## src/rtl/fifo_drain_router_pkg.sv

```systemverilog
// rtl/fifo_drain_router_pkg.sv - shared encodings for the FIFO drain router
package fifo_drain_router_pkg;

    typedef enum logic [1:0] {
        STATE_IDLE  = 2'd0,
        STATE_RUN   = 2'd1,
        STATE_DRAIN = 2'd2
    } state_t;

    localparam int DEST_W  = 2;
    localparam int NUM_DST = 4;

endpackage

```

## src/rtl/skid_buf2.sv

```systemverilog
// rtl/skid_buf2.sv - 2-entry in-order buffer; head is the oldest word
module skid_buf2 #(
    parameter int W = 10
) (
    input  logic         clk,
    input  logic         rst_n,
    input  logic         push,
    input  logic         pop,
    input  logic [W-1:0] din,
    output logic [W-1:0] head,
    output logic [1:0]   count
);

    logic [W-1:0] tail;
    logic         do_pop;

    assign do_pop = pop && (count != 2'd0);

    always_ff @(posedge clk or negedge rst_n) begin
        if (!rst_n) begin
            head  <= '0;
            tail  <= '0;
            count <= 2'd0;
        end else begin
            case ({push, do_pop})
                2'b10: begin
                    if (count == 2'd0) head <= din;
                    else               tail <= din;
                    count <= count + 2'd1;
                end
                2'b01: begin
                    head  <= tail;
                    count <= count - 2'd1;
                end
                2'b11: begin
                    // Count stays put; the new word lands behind whatever remains.
                    if (count == 2'd1) begin
                        head <= din;
                    end else begin
                        head <= tail;
                        tail <= din;
                    end
                end
                default: ;
            endcase
        end
    end

endmodule

```

## src/rtl/fifo_drain_router.sv

```systemverilog
// rtl/fifo_drain_router.sv - drains one upstream FIFO and routes words to four egress FIFOs by dest field
module fifo_drain_router
    import fifo_drain_router_pkg::*;
#(
    parameter int WORD_SIZE = 10,
    parameter int CNT_W     = 16,
    parameter int STALL_MAX = 15
) (
    input  logic                 clk,
    input  logic                 reset_L,
    input  logic                 enable,
    input  logic                 src_empty,
    input  logic [WORD_SIZE-1:0] src_data,
    output logic                 src_rd,
    input  logic [NUM_DST-1:0]   dst_almost_full,
    output logic [NUM_DST-1:0]   dst_push,
    output logic [WORD_SIZE-1:0] dst_data,
    output logic                 idle,
    output logic                 stall_err,
    output logic [CNT_W-1:0]     fwd_count
);

    localparam int STALL_W = $clog2(STALL_MAX + 1);

    state_t               state, state_nxt;
    logic                 rd_pending;
    logic [1:0]           hold_cnt;
    logic [WORD_SIZE-1:0] head;
    logic [DEST_W-1:0]    head_dest;
    logic                 pop_now;
    logic [STALL_W-1:0]   stall_cnt;

    skid_buf2 #(.W(WORD_SIZE)) u_buf (
        .clk   (clk),
        .rst_n (reset_L),
        .push  (rd_pending),
        .pop   (pop_now),
        .din   (src_data),
        .head  (head),
        .count (hold_cnt)
    );

    assign head_dest = head[WORD_SIZE-1 -: DEST_W];
    assign pop_now   = (hold_cnt != 2'd0) && !dst_almost_full[head_dest];

    // Occupancy after this cycle (buffer + returning word - departing word) must stay below 2.
    assign src_rd = (state == STATE_RUN) && !src_empty &&
                    (({1'b0, hold_cnt} + {2'b00, rd_pending}) < (3'd2 + {2'b00, pop_now}));

    assign idle = (state == STATE_IDLE) && !rd_pending && (hold_cnt == 2'd0);

    always_comb begin
        state_nxt = state;
        case (state)
            STATE_IDLE:  if (enable) state_nxt = STATE_RUN;
            STATE_RUN:   if (!enable) state_nxt = STATE_DRAIN;
            STATE_DRAIN: begin
                if (enable)
                    state_nxt = STATE_RUN;
                else if (!rd_pending && (hold_cnt == 2'd0))
                    state_nxt = STATE_IDLE;
            end
            default:     state_nxt = STATE_IDLE;
        endcase
    end

    always_ff @(posedge clk or negedge reset_L) begin
        if (!reset_L) begin
            state      <= STATE_IDLE;
            rd_pending <= 1'b0;
            dst_push   <= '0;
            dst_data   <= '0;
            fwd_count  <= '0;
            stall_cnt  <= '0;
            stall_err  <= 1'b0;
        end else begin
            state      <= state_nxt;
            rd_pending <= src_rd;
            if (pop_now) begin
                dst_push  <= NUM_DST'(1) << head_dest;
                dst_data  <= head;
                fwd_count <= fwd_count + 1'b1;
                stall_cnt <= '0;
            end else begin
                dst_push <= '0;
                if (hold_cnt != 2'd0) begin
                    if (int'(stall_cnt) < STALL_MAX)
                        stall_cnt <= stall_cnt + 1'b1;
                    // Sets on the cycle the blocked count reaches STALL_MAX.
                    if (int'(stall_cnt) >= STALL_MAX - 1)
                        stall_err <= 1'b1;
                end
            end
        end
    end

endmodule

```

## config.mk

```make
export PLATFORM = sky130hd
export DESIGN_NAME = fifo_drain_router
export DESIGN_NICKNAME = d
export VERILOG_FILES = /design/src/rtl/fifo_drain_router_pkg.sv /design/src/rtl/skid_buf2.sv /design/src/rtl/fifo_drain_router.sv
export SDC_FILE = /design/constraint.sdc
export NUM_CORES = 1
export LEC_CHECK = 0
export BUFFER_PORTS_ARGS = -buffer_cell sky130_fd_sc_hd__buf_2
export CAP_MARGIN = 15
export CELL_PAD_IN_SITES_DETAIL_PLACEMENT = 1
export CELL_PAD_IN_SITES_GLOBAL_PLACEMENT = 1
export CORE_AREA = 2 2 103 105
export DETAILED_ROUTE_END_ITERATION = 8
export DIE_AREA = 0 0 105 107
export PLACE_DENSITY = 0.66
export REMOVE_ABC_BUFFERS = 1
export SYNTH_ARGS = -nofsm -noshare
export SYNTH_HDL_FRONTEND = slang
export SYNTH_SLANG_ARGS = --single-unit
```

## constraint.sdc

```tcl
create_clock -name clk -period 3.15 [get_ports clk]
set_input_delay 0.1575 -clock clk [delete_from_list [all_inputs] [get_ports clk]]
set_output_delay 0.1575 -clock clk [all_outputs]
set_load 0.02 [all_outputs]
```

==> results of run 1 <==
==> worst max-delay path, delay by kind of cell (launching register included) <==
family | cells | cell delay, ns
fa+ha+maj | 1 | 0.26
flops | 1 | 0.44
compound gates | 2 | 0.41
simple gates | 2 | 0.80
buf+inv | 2 | 0.35
==> cell families after synthesis <==
family | count (synthesis) | synth area share
simple gates | 102 | 0.1612
fa+ha+maj | 10 | 0.04102
flops | 60 | 0.4922
compound gates | 59 | 0.1456
mux | 20 | 0.08409
xor+xnor | 16 | 0.04594
buf+inv | 22 | 0.02994
==> worst max path at each step <==
stage | start | to | slack, ns | depth (start not counted)
floorplan | u_buf.count[0]$_DFFE_PN0P_ | rd_pending$_DFF_PN0_ | 0.47 | 6
global placement | u_buf.head[8]$_DFFE_PN0P_ | u_buf.head[2]$_DFFE_PN0P_ | 0.68 | 8
detailed placement | u_buf.head[8]$_DFFE_PN0P_ | u_buf.head[0]$_DFFE_PN0P_ | 0.58 | 8
CTS | u_buf.count[0]$_DFFE_PN0P_ | src_rd | 0.30 | 7
global route | u_buf.count[0]$_DFFE_PN0P_ | src_rd | 0.08 | 7
finish | u_buf.count[0]$_DFFE_PN0P_ | src_rd | 0.39 | 7
==> registers in the layout, summed over array words and instances, names as in the netlist <==
signal       flops
dst_push         4
dst_data        10
u_buf.head      10
state            2
fwd_count       16
u_buf.tail      10
rd_pending       1
stall_cnt        4
stall_err        1
u_buf.count      2
==> what timing repair did <==
action / in CTS / in global routing
setup endpoints to repair: 0 / 0
hold buffers: 3 / 0
hold endpoints to repair: 31 / 0
buffers inserted: 0 / 0
==> placed cells by master, fill, tap and decap left out, types with 10 or more instances in the layout <==
cell type | synthesis | final
dfrtp_1 | 60 | 60
buf_2 | 4 | 50
nand2_1 | 46 | 46
nor2_1 | 17 | 17
o21ai_0 | 12 | 12
mux2_2 | 12 | 12
xnor2_1 | 12 | 12
a31oi_1 | 12 | 12
nand4_1 | 11 | 11
buf_4 | 1 | 11
ha_1 | 10 | 10
==> layer usage <==
layer | track usage | wire, um
met1 | 0.1863 | 3625
met2 | 0.2509 | 3868
met4 | 0.06952 | 157
met5 | 0 | 0
met3 | 0.03161 | 241
==> cells in the mapped netlist, types with 2 or more instances <==
library cell | number | share of area
o2bb2ai_1 | 3 | 0.0086
mux2_2 | 12 | 0.044
or2_2 | 2 | 0.0041
o21ai_0 | 12 | 0.020
inv_1 | 8 | 0.0098
a21oi_1 | 2 | 0.0033
ha_1 | 10 | 0.041
nor3_1 | 2 | 0.0033
nand3_1 | 3 | 0.0049
clkbuf_1 | 8 | 0.0098
nor2b_1 | 7 | 0.014
nor2_1 | 17 | 0.021
dfrtp_1 | 60 | 0.49
nor4b_1 | 2 | 0.0057
and3_1 | 3 | 0.0062
nand2_1 | 46 | 0.057
a221oi_1 | 2 | 0.0057
o211ai_1 | 6 | 0.015
nand4_1 | 11 | 0.023
mux2i_4 | 2 | 0.015
nor4_1 | 3 | 0.0062
o31ai_1 | 3 | 0.0074
buf_2 | 4 | 0.0066
a22o_1 | 4 | 0.011
xnor2_1 | 12 | 0.034
mux2i_1 | 5 | 0.016
a31oi_1 | 12 | 0.025
xor2_1 | 4 | 0.011
==> final cells by class <==
type	count	area share
clock buffers	11	0.03541
clock inverters	5	0.01417
inverters	9	0.009106
multi-input cells	207	0.3929
flip-flops and latches	60	0.4047
well taps	136	0.04587
repair buffers	64	0.09781
==> power groups by stage <==
| stage | clock network, mW | registers, mW | logic (mW) |
|---|---|---|---|
| global placement | 0 | 1.24 | 1.65 |
| floorplan | 0 | 1.36 | 1.00 |
| CTS | 0.694 | 1.24 | 1.72 |
| global route | 0.733 | 1.28 | 1.88 |
| finish | 0.670 | 1.24 | 1.69 |
| detailed placement | 0 | 1.25 | 1.70 |
==> results.yml, run 1 <==
power_and_ir_drop:
  ir_drop_mv: 0.2841
  p_sw_mw: 1.532
  p_leak_nw: 1.741
  pwr-share-clk: 0.186
  power_frac_seq: 0.345
  p_sw_frac: 0.4257
  p_per_area_nw_per_um2: 969.9
  p_total_mw: 3.598
  power_frac_comb: 0.469
  p_int_mw: 2.066
grt:
  grt_overflow_total: 0
  grt_use_total: 0.1502
  antenna_found_initial: 0
  first_global_vias: 2608
  grt_pass1_wl_um: 13140
  grt_max_degree: 32
sta:
  fin_setup_tns_ns: 0
  fin_crit_sh: 0.8768
  setup_viol: 0
  layout_setup_ws_ns: 0.3880
  worstMarginPinSlew_ns: 0.7780
  max_slew_margin: 0.4814
  finalMaxSlewViolations: 0
  hold_viol: 0
  fmax_mhz: 362.1
  holdWs_ns: 0.04237
  min_period_ns: 2.762
  rsz0062_at_grt: "false"
  fin_skew_ns: 0.006250
place:
  place_ws_ns: 0.5815
  dpl-instance-area_um2: 3496
  port_buffers: 50
  place_congestion: 0.8171
  hpwl_um: 5609
  dp_cells: 473
layout:
  fin_area_um2: 3710
  insertedDiodeCount: 0
  utilization: 0.3676
  regArea_um2: 1501
  fillers: 1167
  multi_input_area_um2: 1458
  layout.cells.non_filler: 492
  syn2layout_area_growth_pct: 21.62
  final_nets: 379
  drive_above_1_share: 0.2697
synthesis:
  synthCells: 289
  synthArstFlopShare: 1.000
  syn_area_um2: 3050
  yosys_warnings: 0
  ys_types: 52
  synth.avg_cell_area_um2: 10.56
  synth-edff-count: 0
  ys.flop_type: "dfrtp_1"
  ys_seq_area_frac: 0.4922
  ys_ff_latch: 60
floorplan:
  row_count: 37
  ios: 51
  initial_utilization: 0.3023
  dieArea_um2: 11240
  dieHeight_um: 107
  fp.dieW_um: 105
  core_area_um2: 10090
drt:
  drt_iter0_markers: 128
  num_vias: 2476
  viasPerCell: 5.033
  firstDrtPassIters: 4
  drtAntennaViolNets: 0
  remaining_drc_errors: 0
  routed_wl_um: 7892
  wire_per_inst_um: 16.04
critical_path:
  cp-start-kind: "register"
  worst-path-max-fanout: 6
  worst_ep_arrival_time_ns: 2.60
  slowest_stage: "dfrtp_1"
  reg2reg_slack_ns: 0.53
  max_stage_delay_ns: 0.44
  end_kind: "output port"
  r2r_end: "u_buf.head[0]$_DFFE_PN0P_"
  rr_startpoint: "u_buf.head[8]$_DFFE_PN0P_"
  path_cells: "inv_1 > ha_1 > nor2_1 > a22oi_2 > o21ai_0 > nor4b_1 > buf_2"
  criticalPathCategory: "reg -> out"
  required_ns: 2.99
  worst_r2r_path_depth: 8
clock_tree:
  clk_pin_slew_ns: 0.07
  clock_path_buffers: 2
  cts_tree: "yes"
  post_cts_resized: 0
  htreeDepth: 3
  cts_buffers: 9
  worstSkewPairLatency_ns: 0.34
  ctsRootBufferMaster: "clkbuf_8"
  cts_sinks: 60
min_path:
  hold_path_end: "dst_push[1]$_DFF_PN0_"
  hp-start: "dst_almost_full[1]"
  hold_class: "in -> reg"
  whs_path_depth: 2
run_status:
  status: "complete, no violations"
job:
  cap_violations: 0
Note: power is estimated with default switching activity, not from simulation.
==> run 2, diff against run 1 <==
CORE_AREA = 2 2 100 102   (was 2 2 103 105)
DIE_AREA = 0 0 102 104   (was 0 0 105 107)
SYNTH_HIERARCHICAL = 1   (was default)
==> run 2 against run 1 <==
  * First-iteration DRC count fell by 54%
  * Largest cell class unchanged
  * Critical endpoint unchanged
  * Fmax up 0.28%
  * Die area down 5.6%
==> results.yml, run 2 <==
sta:
  worstMarginPinSlew_ns: 0.5547
  setup_viol: 0
  max_slew_margin: 0.6302
  min_period_ns: 2.754
  layout_setup_ws_ns: 0.3958
  hold_viol: 0
  finalMaxSlewViolations: 0
  fin_crit_sh: 0.8743
  fin_skew_ns: 0.01061
  rsz0062_at_grt: "false"
  fmax_mhz: 363.1
layout:
  largest_reg_flops: 16
  regMostFlops: "fwd_count"
  layout.cells.non_filler: 442
  insertedDiodeCount: 0
  final_common_cell: "dfrtp_1"
  syn2layout_area_growth_pct: 22.86
  final_nets: 334
  utilization: 0.3698
  drive_above_1_share: 0.3107
  fin_area_um2: 3531
  final_cell_mix: "dfrtp_1 (60), buf_2 (50), nand3_1 (19)"
drt:
  firstDrtPassIters: 4
  routed_wl_um: 6581
  num_vias: 2082
  met2WireLength_um: 3150
  drt_iter0_markers: 59
  remaining_drc_errors: 0
  met1_length_um: 3115
  wire_per_inst_um: 14.89
  drtAntennaViolNets: 0
  wl_met3_um: 244
  viasPerCell: 4.710
  top_layer: "met4"
grt:
  grt_use_total: 0.1357
  first_global_vias: 2275
  antenna_found_initial: 0
  grt_max_degree: 43
  grt_overflow_total: 0
  grt_pass1_wl_um: 11270
power_and_ir_drop:
  p_total_mw: 3.588
  p_leak_nw: 1.640
  p_per_area_nw_per_um2: 1016
  ir_drop_mv: 0.2936
run_status:
  status: "complete, no violations"
place:
  place_congestion: 0.7228
  dpl-instance-area_um2: 3252
  hpwl_um: 4448
  port_buffers: 50
  dp_cells: 422
  place_ws_ns: 0.6133
floorplan:
  initial_utilization: 0.3010
  core_area_um2: 9549
  ios: 51
  dieArea_um2: 10610
  fp.dieW_um: 102
  dieHeight_um: 104
  row_count: 36
synthesis:
  synth_top_family_by_area: "simple AND/OR/NAND/NOR gates"
  yosys.cell_count.top_type: "dfrtp_1"
  synthTopCellsByCount: "dfrtp_1 (60), nand3_1 (19), o21ai_0 (17)"
  synthArstFlopShare: 1.000
  yosys.area_share.simple: 0.1393
  ys_seq_area_frac: 0.5224
  synth-edff-count: 0
  syn_area_um2: 2874
  synthMuxAreaShare: 0.1123
  yosys_warnings: 6
  synth-compound-area-share: 0.09055
  synth.avg_cell_area_um2: 11.73
  ys.flop_type: "dfrtp_1"
  synth_top_area_frac: 0.5224
  ys_types: 38
  synthCells: 245
  ys_ff_latch: 60
  yosysTopAreaCell: "dfrtp_1"
  synth_xor_area_frac: 0.04876
  yosys-top-cells-area: "dfrtp_1 (52%), mux2_4 (5.7%), ha_1 (5.2%)"
  synthAdderAreaFrac: 0.05224
critical_path:
  cp-start-kind: "register"
  rr_startpoint: "u_buf/head[9]$_DFFE_PN0P_"
  criticalPathCategory: "reg -> out"
  required_ns: 2.99
  worst_ep_arrival_time_ns: 2.60
  setup.worst_path.start: "u_buf/head[9]$_DFFE_PN0P_"
  end_kind: "output port"
  worst-path-max-fanout: 30
clock_tree:
  cts_sinks: 60
  cts_setup_buffers: 0
  post_cts_resized: 0
  hold_buffers: 4
  cts_buffers: 9
  clk_pin_slew_ns: 0.07
  ctsRootBufferMaster: "clkbuf_8"
  clock_path_buffers: 2
  worstSkewPairLatency_ns: 0.34
  cts_tree: "yes"
  htreeDepth: 3
job:
  cap_violations: 0
min_path:
  hp-start: "dst_almost_full[0]"
  hold_class: "in -> reg"
==> run 2: critical path: stages, from the launching register on <==
cell and delay [ns]:
dfrtp_1 0.51, mux2_4 0.34, o22ai_2 0.20, buf_4 0.38, nand2b_1 0.10, a2111oi_1 0.48, buf_2 0.25
==> run 2: cell type report <==
| type | count | area, um^2 |
|---|---|---|
| Fill cell | 1095 | 6018 |
| Clock inverter | 6 | 111.4 |
| Multi-Input combinational cell | 168 | 1274 |
| Inverter | 6 | 22.52 |
| Timing Repair Buffer | 59 | 327.8 |
| Tap cell | 133 | 166.4 |
| Clock buffer | 10 | 127.6 |
| Sequential cell | 60 | 1501 |
==> run 2: kinds of logic (layout without fill, tap and decap cells) <==
group | count (synthesis) | after routing
xor gates and xnor gates | 16 | 16
muxes | 24 | 24
DFF | 60 | 60
adders and majority gates | 12 | 12
buffers and inverters | 17 | 81
and+or+nand+nor | 75 | 75
AOI/OAI and AO/OA | 41 | 41
==> run 2: per-stage QoR <==
step	TNS, ns	hold WS [ns]
6_report	0	0.01935
5_1_grt	0	0.007773
4_1_cts	0	0.0005677
3_5_place_dp	0	0.1512
3_3_place_gp	0	0.1268
2_1_floorplan	-0.1103	-0.1381
==> run 2: power breakdown <==
part / internal, mW / switching [mW]
clock network: 0.527 / 0.317
registers: 1.07 / 0.216
logic: 0.652 / 0.805
==> run 2: final timing paths <==
kind	end	slack, ns	cells after the start
max	src_rd	0.40	6
max in group asynchronous	fwd_count[3]$_DFFE_PN0P_	1.91	3
min reg2reg	fwd_count[15]$_DFFE_PN0P_	0.47	1
min	dst_push[0]$_DFF_PN0_	0.02	2
min in group asynchronous	stall_cnt[1]$_DFFE_PN0P_	0.31	2
max reg2reg	u_buf/tail[4]$_DFFE_PN0P_	0.54	9
==> run 2: routing by layer <==
metal | GRT usage | vias to the layer above
met4 | 0.04571 | 0
met2 | 0.2218 | 34
li1 | - | 991
met5 | 0 | -
met1 | 0.1718 | 1051
met3 | 0.03696 | 6
